$ cat src/rtl/watch_timekeeper_pkg.sv
// Shared constants, width helper and time record for the watch timekeeper.
package watch_pkg;

  localparam int SEC_MOD_DEF = 60;
  localparam int MIN_MOD_DEF = 60;
  localparam int HR_MOD_DEF  = 24;

  // Widest field any time_t member can carry; field widths must not exceed it.
  localparam int FIELD_W = 8;

  // Smallest width (>=1) able to hold the values 0..n-1.
  function automatic int width_for(input int n);
    int w;
    w = 1;
    for (int i = 0; i < 31; i++) begin
      if ((1 << w) < n) w++;
    end
    return w;
  endfunction

  typedef struct packed {
    logic [FIELD_W-1:0] hr;
    logic [FIELD_W-1:0] min;
    logic [FIELD_W-1:0] sec;
  } time_t;

endpackage

$ cat src/rtl/watch_timekeeper_if.sv
// Control/load/time bus of the watch timekeeper; alarm signals exist only
// when WATCH_TIMEKEEPER_ALARM_EN is defined.
interface watch_timekeeper_if #(
  parameter int SEC_W = 6,
  parameter int MIN_W = 6,
  parameter int HR_W  = 5
);
  // tick is a one-cycle strobe; load is a one-cycle strobe sampled on Clk.
  logic             tick;
  logic             run;
  logic             down;
  logic             load;
  logic [SEC_W-1:0] load_sec;
  logic [MIN_W-1:0] load_min;
  logic [HR_W-1:0]  load_hr;
  logic [SEC_W-1:0] seconds;
  logic [MIN_W-1:0] minutes;
  logic [HR_W-1:0]  hours;
  logic             min_pulse;
  logic             day_pulse;
`ifdef WATCH_TIMEKEEPER_ALARM_EN
  logic             alarm_set;
  logic [HR_W-1:0]  alarm_hr;
  logic [MIN_W-1:0] alarm_min;
  logic             alarm_clr;
  logic             alarm_flag;

  modport master (output tick, run, down, load, load_sec, load_min, load_hr,
                         alarm_set, alarm_hr, alarm_min, alarm_clr,
                  input  seconds, minutes, hours, min_pulse, day_pulse, alarm_flag);
  modport slave  (input  tick, run, down, load, load_sec, load_min, load_hr,
                         alarm_set, alarm_hr, alarm_min, alarm_clr,
                  output seconds, minutes, hours, min_pulse, day_pulse, alarm_flag);
`else
  modport master (output tick, run, down, load, load_sec, load_min, load_hr,
                  input  seconds, minutes, hours, min_pulse, day_pulse);
  modport slave  (input  tick, run, down, load, load_sec, load_min, load_hr,
                  output seconds, minutes, hours, min_pulse, day_pulse);
`endif
endinterface

$ cat src/rtl/watch_timekeeper_mod_counter.sv
// One modulo-MOD up/down time field with load; wrap flags the carry/borrow
// of an enabled step and feeds the next field's enable.
module mod_counter #(
  parameter int MOD = 60,
  parameter int W   = 6
) (
  input  logic         clk,
  input  logic         rst,
  input  logic         en,
  input  logic         dn,
  input  logic         ld,
  input  logic [W-1:0] ld_val,
  output logic [W-1:0] val,
  output logic [W-1:0] nxt,
  output logic         wrap
);

  localparam logic [W-1:0] TOP = W'(MOD - 1);

  logic at_top;
  logic at_zero;

  // Boundary is tested on the current value, before any increment.
  assign at_top  = (val == TOP);
  assign at_zero = (val == '0);
  assign wrap    = en && !ld && (dn ? at_zero : at_top);

  always_comb begin
    nxt = val;
    if (ld) begin
      nxt = ({1'b0, ld_val} > {1'b0, TOP}) ? '0 : ld_val;
    end else if (en) begin
      if (dn) nxt = at_zero ? TOP : val - 1'b1;
      else    nxt = at_top  ? '0  : val + 1'b1;
    end
  end

  always_ff @(posedge clk or posedge rst) begin
    if (rst) val <= '0;
    else     val <= nxt;
  end

endmodule

$ cat src/rtl/watch_timekeeper.sv
// Parametrised hh:mm:ss timekeeper with tick prescaler, up/down, load and
// rollover pulses. Optional hour:minute alarm under WATCH_TIMEKEEPER_ALARM_EN.
import watch_pkg::*;

module watch_timekeeper #(
  parameter int PRESCALE = 1,
  parameter int SEC_MOD  = SEC_MOD_DEF,
  parameter int MIN_MOD  = MIN_MOD_DEF,
  parameter int HR_MOD   = HR_MOD_DEF,
  parameter int SEC_W    = 6,
  parameter int MIN_W    = 6,
  parameter int HR_W     = 5
) (
  input  logic               Clk,
  input  logic               reset,
  watch_timekeeper_if.slave  bus
);

  localparam int            PS_W   = width_for(PRESCALE);
  localparam logic [PS_W-1:0] PS_MAX = PS_W'(PRESCALE - 1);

  logic [PS_W-1:0]  ps;
  logic             qual;
  logic             step;
  logic             en_sec;
  logic             sec_wrap, min_wrap, hr_wrap;
  logic [SEC_W-1:0] sec_nxt;
  logic [MIN_W-1:0] min_nxt;
  logic [HR_W-1:0]  hr_nxt;

  assign qual   = bus.tick && bus.run;
  assign step   = qual && (ps == PS_MAX);
  // Load discards any step sampled in the same cycle.
  assign en_sec = step && !bus.load;

  always_ff @(posedge Clk or posedge reset) begin
    if (reset)         ps <= '0;
    else if (bus.load) ps <= '0;
    else if (qual)     ps <= step ? '0 : ps + 1'b1;
  end

  mod_counter #(.MOD(SEC_MOD), .W(SEC_W)) u_sec (
    .clk(Clk), .rst(reset), .en(en_sec), .dn(bus.down), .ld(bus.load),
    .ld_val(bus.load_sec), .val(bus.seconds), .nxt(sec_nxt), .wrap(sec_wrap)
  );

  mod_counter #(.MOD(MIN_MOD), .W(MIN_W)) u_min (
    .clk(Clk), .rst(reset), .en(sec_wrap), .dn(bus.down), .ld(bus.load),
    .ld_val(bus.load_min), .val(bus.minutes), .nxt(min_nxt), .wrap(min_wrap)
  );

  mod_counter #(.MOD(HR_MOD), .W(HR_W)) u_hr (
    .clk(Clk), .rst(reset), .en(min_wrap), .dn(bus.down), .ld(bus.load),
    .ld_val(bus.load_hr), .val(bus.hours), .nxt(hr_nxt), .wrap(hr_wrap)
  );

  always_ff @(posedge Clk or posedge reset) begin
    if (reset) begin
      bus.min_pulse <= 1'b0;
      bus.day_pulse <= 1'b0;
    end else begin
      bus.min_pulse <= sec_wrap;
      bus.day_pulse <= hr_wrap;
    end
  end

`ifdef WATCH_TIMEKEEPER_ALARM_EN
  time_t alarm_t;
  time_t nxt_t;
  logic  armed;
  logic  fire;

  assign nxt_t = '{hr: FIELD_W'(hr_nxt), min: FIELD_W'(min_nxt), sec: FIELD_W'(sec_nxt)};
  // Only a real step can fire; loads never match because en_sec is low.
  assign fire  = armed && en_sec && (nxt_t == alarm_t);

  always_ff @(posedge Clk or posedge reset) begin
    if (reset) begin
      alarm_t        <= '0;
      armed          <= 1'b0;
      bus.alarm_flag <= 1'b0;
    end else begin
      if (bus.alarm_set) begin
        alarm_t <= '{hr: FIELD_W'(bus.alarm_hr), min: FIELD_W'(bus.alarm_min), sec: '0};
        armed   <= 1'b1;
      end
      if (fire)               bus.alarm_flag <= 1'b1;
      else if (bus.alarm_clr) bus.alarm_flag <= 1'b0;
    end
  end
`else
  logic unused_nxt;
  assign unused_nxt = ^{sec_nxt, min_nxt, hr_nxt};
`endif

endmodule

$ cat src/flat_wrapper.sv
// flat-port wrapper written by rule: the top's interface ports become plain ports
module watch_timekeeper_flat 
#(
  parameter int PRESCALE = 1,
  parameter int SEC_MOD  = SEC_MOD_DEF,
  parameter int MIN_MOD  = MIN_MOD_DEF,
  parameter int HR_MOD   = HR_MOD_DEF,
  parameter int SEC_W    = 6,
  parameter int MIN_W    = 6,
  parameter int HR_W     = 5
)
  (Clk, reset, bus_tick, bus_run, bus_down, bus_load, bus_load_sec, bus_load_min, bus_load_hr, bus_seconds, bus_minutes, bus_hours, bus_min_pulse, bus_day_pulse);
  watch_timekeeper_if #(.SEC_W(SEC_W), .MIN_W(MIN_W), .HR_W(HR_W)) bus_i ();
  input  logic Clk;
  input  logic reset;
  input wire logic [$bits(bus_i.tick)-1:0] bus_tick;
  input wire logic [$bits(bus_i.run)-1:0] bus_run;
  input wire logic [$bits(bus_i.down)-1:0] bus_down;
  input wire logic [$bits(bus_i.load)-1:0] bus_load;
  input wire logic [$bits(bus_i.load_sec)-1:0] bus_load_sec;
  input wire logic [$bits(bus_i.load_min)-1:0] bus_load_min;
  input wire logic [$bits(bus_i.load_hr)-1:0] bus_load_hr;
  output wire logic [$bits(bus_i.seconds)-1:0] bus_seconds;
  output wire logic [$bits(bus_i.minutes)-1:0] bus_minutes;
  output wire logic [$bits(bus_i.hours)-1:0] bus_hours;
  output wire logic [$bits(bus_i.min_pulse)-1:0] bus_min_pulse;
  output wire logic [$bits(bus_i.day_pulse)-1:0] bus_day_pulse;
  assign bus_i.tick = bus_tick;
  assign bus_i.run = bus_run;
  assign bus_i.down = bus_down;
  assign bus_i.load = bus_load;
  assign bus_i.load_sec = bus_load_sec;
  assign bus_i.load_min = bus_load_min;
  assign bus_i.load_hr = bus_load_hr;
  assign bus_seconds = bus_i.seconds;
  assign bus_minutes = bus_i.minutes;
  assign bus_hours = bus_i.hours;
  assign bus_min_pulse = bus_i.min_pulse;
  assign bus_day_pulse = bus_i.day_pulse;
  watch_timekeeper #(.PRESCALE(PRESCALE), .SEC_MOD(SEC_MOD), .MIN_MOD(MIN_MOD), .HR_MOD(HR_MOD), .SEC_W(SEC_W), .MIN_W(MIN_W), .HR_W(HR_W)) u_core (.Clk(Clk), .reset(reset), .bus(bus_i));
endmodule
$ cat config.mk
export PLATFORM = sky130hd
export DESIGN_NAME = watch_timekeeper_flat
export DESIGN_NICKNAME = d
export VERILOG_FILES = /design/src/rtl/watch_timekeeper_pkg.sv /design/src/rtl/watch_timekeeper_if.sv /design/src/rtl/watch_timekeeper_mod_counter.sv /design/src/rtl/watch_timekeeper.sv /design/src/flat_wrapper.sv
export SDC_FILE = /design/constraint.sdc
export NUM_CORES = 1
export LEC_CHECK = 0
export ABC_AREA = 1
export CAP_MARGIN = 25
export CORE_ASPECT_RATIO = 0.5
export CORE_UTILIZATION = 55
export CTS_CLUSTER_SIZE = 24
export DETAILED_ROUTE_END_ITERATION = 10
export HOLD_SLACK_MARGIN = 0.03
export PLACE_DENSITY = 0.86
export SLEW_MARGIN = 20
export SYNTH_ARGS = -nofsm -noshare
export SYNTH_HDL_FRONTEND = slang
export SYNTH_SLANG_ARGS = --single-unit
$ cat constraint.sdc
create_clock -name Clk -period 3 [get_ports Clk]
set_input_delay 0.6 -clock Clk [delete_from_list [all_inputs] [get_ports Clk]]
set_output_delay 0.6 -clock Clk [all_outputs]
set_load 0.03 [all_outputs]
==> reports/metrics.csv <==
metric;value;unit
status;complete, but fails checks;
violations;DRC;
syn_nets;318;
synth_top_area_frac;0.265;
drive_above_1_share;0.0710;
antenna_cells;0;
cts-resized-gates;0;
synth_largest_area_cell;dfrtp_1;
ys_warn_count;0;
io_buffers;41;
p_per_area;462;nW/um^2
via_count;2041;
firstDrtPassIters;7;
rrSetupSlack;1290;ps
cts_made_buffers;3;
grt_pass1_wl;8030;um
syn_area;1890;um^2
cts-root-buf;clkbuf_8;
wl;4760;um
fp.dieH;43.4;um
post_cts_buffers;0;
area_delta_synth_final;24.0;%
grt_max_degree;21;
ant_nets;0;
setup_viol;0;
syn_avg_cell_area;6.58;um^2
rsz0062_at_grt;no;
cp_num_buf_inv;1;
clk_pin_slew;80;ps
cp-end-kind;primary output;
die_area;3690;um^2
maxCapViolations;0;
cp_slowest_cell;clkdlybuf4s50_1;
initial_core_util;0.603;
clockBufferDepth;2;
worst_pin_slew;806;ps
drt_iter0_drc;123;
first_global_vias;1797;
min_period;2230;ps
worst_setup_path_start_kind;flop;
grt_use_total;0.277;
core_area;3140;um^2
async_reset_ff_frac;1.00;
io_pins;42;
maxSlewHeadroom;0.462;
max_freq;448;MHz
ys_seq_area_frac;0.265;
cts_max_level;1;
viasPerCell;5.61;
dp_hpwl;3630;um
antenna_found_initial;0;
ys.flop_type;dfrtp_1;
drc_errors;1;
synth_compound_area_frac;0.0927;
synth_top_family_by_area;simple AND/OR/NAND/NOR gates;
holdBufCountCts;0;
synthAdderAreaFrac;0.0530;
clock_sinks;20;
grt_overflow;0;
syn_inst;287;
worstPathMaxFanout;11;
synth_mux_area_frac;0;
synth_edf_count;0;
yosys.area_share.simple;0.445;
drv_slew;0;
p_leak;1.17;nW
cpPeakStageDelay;760;ps
fin_crit_sh;0.744;
hp-class;flop to flop;
globalplace.congestion;0.910;
cp.required;2400;ps
synthXorXnorAreaFrac;0.0371;
crit_chain;clkdlybuf4s50_1;
rows;14;
wire_per_inst;13.1;um
critPathArrivalTime;1630;ps
crit_type;flop to primary output;
hold_viol_final;0;
die_w;84.9;um
vdd.ir_drop.worst;0.265;mV
synth.area.top_cells;dfrtp_1 26%, nand2_1 18%, nand3_1 14%;
cpLargestDelayFamily;buffers and inverters;
clk_latency;270;ps
fin_setup_tns;0;ps
power.total;1.08;mW
clock_skew;6.16;ps
ys_seq_elements;20;
cts_tree;yes;
synth.distinct_cells;34;
fin_nets;356;
-- layout by cell type (no fill, tap or decap), drive strengths merged --
cell / n
clkinv: 1
clkbuf: 4
dfrtp: 20
nor3: 3
o22ai: 1
xor2: 5
o21ai: 15
a31oi: 1
o211ai: 1
nor2: 19
clkdlybuf4s50: 41
inv: 30
nand3: 56
xnor2: 3
or2: 1
a21oi: 7
a22oi: 1
buf: 3
ha: 8
a21o: 1
nand2: 95
nand4: 7
o21bai: 1
-- flip-flops by register name, indices dropped and copies added (netlist names) --
register and count:
u_core.bus.min_pulse 1, u_core.u_min.val 6, u_core.u_sec.val 6, u_core.ps 1, u_core.u_hr.val 5, u_core.bus.day_pulse 1
-- synthesized netlist by cell type (2+ instances only) --
master	n
inv_1	30
a21oi_1	7
ha_1	8
buf_2	5
o21ai_0	13
xor2_1	5
xnor2_1	3
nand3_1	53
nand3_2	2
nand2_2	3
nand2_1	90
buf_6	3
nor3_1	2
nor2_4	2
nand2_4	2
nand4_1	7
dfrtp_1	20
nor2_1	16
-- tightest hold or removal path: stages (launching register included) --
cell and delay, ps:
dfrtp_1 360, inv_1 60, nor3_1 50
-- worst paths after layout --
check,startpoint,end,cells past startpoint
min reg2reg,u_core.ps,u_core.ps,2
max reg2reg,u_core.u_sec.val[0],u_core.u_hr.val[3],10
min,u_core.ps,u_core.ps,2
min in group asynchronous,reset,u_core.ps,2
max in group asynchronous,reset,u_core.u_sec.val[5],2
max,u_core.u_min.val[2],bus_minutes[2],1
-- final cells by class --
type,count,area [um^2]
well taps,40,50.0
fillers,255,793
multi-input cells,225,1190
clock buffers,4,55.1
flip-flops and latches,20,500
inverters,31,118
repair buffers,44,433
-- logic make-up (layout without fill, tap and decap cells) --
logic type / Yosys count / after routing
flip-flops: 20 / 20
XOR/XNOR: 8 / 8
AND/OR/NAND/NOR: 181 / 181
buffers and inverters: 42 / 79
AO/OA/AOI/OAI: 28 / 28
adder cells (fa/ha/maj): 8 / 8
-- power by group --
part / switching [mW] / leakage [nW] / internal, mW
Sequential: 0.0785 / 0.250 / 0.303
Combinational: 0.279 / 0.892 / 0.203
Clock: 0.101 / 0.0288 / 0.117
-- per-stage QoR --
| stage | cell area, um^2 | setup slack (ps) | util | std cells | hold slack, ps |
|---|---|---|---|---|---|
| floorplan | 1890 | 1320 | - | 287 | 479 |
| global placement | 2290 | 860 | 0.729 | 360 | 489 |
| detailed placement | 2290 | 779 | 0.729 | 360 | 499 |
| CTS | 2340 | 773 | 0.747 | 364 | 510 |
| global route | 2340 | 709 | 0.747 | 364 | 530 |
| finish | 2340 | 767 | 0.747 | 364 | 508 |
-- metal layers --
metal  vias up  track usage  share of wire
met3         9       0.0533          0.062
met2        76        0.514           0.50
met1       945        0.343           0.43
met5         -            0              0
met4         0       0.0644          0.010
li1       1011            -              -
Note: power is estimated with default switching activity, not from simulation.
==> RTL edit, RTL diff (same settings) <==
`MIN_W` is set to 6 in 3 places; all go to 12.
--- a/src/rtl/watch_timekeeper_if.sv
+++ b/src/rtl/watch_timekeeper_if.sv
@@ -3,5 +3,5 @@
 interface watch_timekeeper_if #(
   parameter int SEC_W = 6,
-  parameter int MIN_W = 6,
+  parameter int MIN_W = 12,
   parameter int HR_W  = 5
 );
--- a/src/rtl/watch_timekeeper.sv
+++ b/src/rtl/watch_timekeeper.sv
@@ -9,5 +9,5 @@
   parameter int HR_MOD   = HR_MOD_DEF,
   parameter int SEC_W    = 6,
-  parameter int MIN_W    = 6,
+  parameter int MIN_W    = 12,
   parameter int HR_W     = 5
 ) (
--- a/src/flat_wrapper.sv
+++ b/src/flat_wrapper.sv
@@ -7,5 +7,5 @@
   parameter int HR_MOD   = HR_MOD_DEF,
   parameter int SEC_W    = 6,
-  parameter int MIN_W    = 6,
+  parameter int MIN_W    = 12,
   parameter int HR_W     = 5
 )
Ports: changed (resized bus_load_min and bus_minutes); port bits go from 42 to 54. No check against the original RTL was run, so the function may have changed too.
==> RTL edit against the original RTL <==
The flow still finishes with violations (design-rule violations). Setup slack got worse by 0.026 ns. Register-to-register slack lost 0.22 ns. Global-route usage up 1.3 points. Area after synthesis grew 34%. Sequential cell count up 6. Combinational power decreased by 4.6%. Cell area grew 33%. Power is 10% higher. Routed wire length increased by 40%. Sequential power increased by 14%. Critical path type unchanged. Largest cell class unchanged. Largest power group unchanged.
==> RTL edit: results (changes against the original RTL) <==
| Metric | Value |
|---|---|
| Status | complete, but fails checks |
| Failing checks | design-rule violations |
| Fillers | 383 (+50%) |
| Initial DRC Count | 167 (+36%) |
| Largest net degree at the start of global routing | 27 (+29%) |
| Clock-cell share | 2.28% (-0.070 points) |
| Buffers on Ports | 53 (+29%) |
| Worst-path fanout max | 8 (-3) |
| Pre-antenna DRT Iters | 9 (+2) |
| Pleak | 1.58 nW (+35%) |
| Clk_buf instances | 3 (-1) |
| Post-synth top cells | nand2_1 (147), nand3_1 (58), inv_1 (36) |
| Clock-pin slew on the worst setup and hold paths | 0.10 ns (+0.02 ns) |
| Top flop regs | u_core.u_min.val x12, u_core.u_sec.val x6, u_core.u_hr.val x5 |
| Worst r2r path cells | 8 (-2) |
| Synthesized Nets | 437 (+37%) |
| Post-Route WL | 6.68 mm (+40%) |
| Adder-Cell Fraction of Synth Area | 3.95% (-1.3 points) |
| Worst r2r dst | u_core.u_min.val[2]$_DFFE_PP0P_ |
| Nets | 484 (+36%) |
| Routed metal-1 wire length | 2.99 mm (+46%) |
| Flop+latch power | 0.000435 W (+14%) |
| WP data arrival | 1.66 ns (+0.03 ns) |
| FF-to-FF setup slack | 1.07 ns (-0.22 ns) |
| First-pass GRT wire length | 11.4 mm (+42%) |
| Non-clock inverters | 40 (+29%) |
| Final clock skew | 0.00675 ns (+0.000591 ns) |
| Compound-Gate Fraction of Synth Area | 7.90% (-1.4 points) |
| Seq/total area | 20.8% (-0.56 points) |
| Layout non-clock buf frac | 17.9% (-0.56 points) |
| Layout cells sized above 1 | 8.07% (+0.97 points) |
| Max VDD drop | 0.000263 V (-0.67%) |
| DP HPWL | 5.21 mm (+43%) |
| Overall routing resource usage | 29.0% (+1.3 points) |
| Post-route cell area | 0.00313 mm^2 (+33%) |
| DR DRC count | 1 (unchanged) |
| Logic power comb | 0.000460 W (-4.6%) |
==> RTL edit: cell types whose count changed after synthesis, moves of 6 or more <==
cell / change
nor2_1: +11
nand2_1: +57
dfrtp_1: +6
inv_1: +6
o21ai_0: +6
==> RTL edit: how the worst max path moves through the flow <==
stage	from	to	slack (ns)	depth (start not counted)
global route	u_core.u_min.val[4]$_DFFE_PP0P_	bus_minutes[4]	0.72	1
global placement	bus_down	u_core.u_min.val[1]$_DFFE_PP0P_	0.75	8
floorplan	u_core.u_sec.val[0]$_DFFE_PP0P_	u_core.u_min.val[1]$_DFFE_PP0P_	1.23	8
finish	u_core.u_min.val[4]$_DFFE_PP0P_	bus_minutes[4]	0.74	1
detailed placement	bus_down	u_core.u_min.val[2]$_DFFE_PP0P_	0.70	8
CTS	u_core.u_min.val[4]$_DFFE_PP0P_	bus_minutes[4]	0.76	1
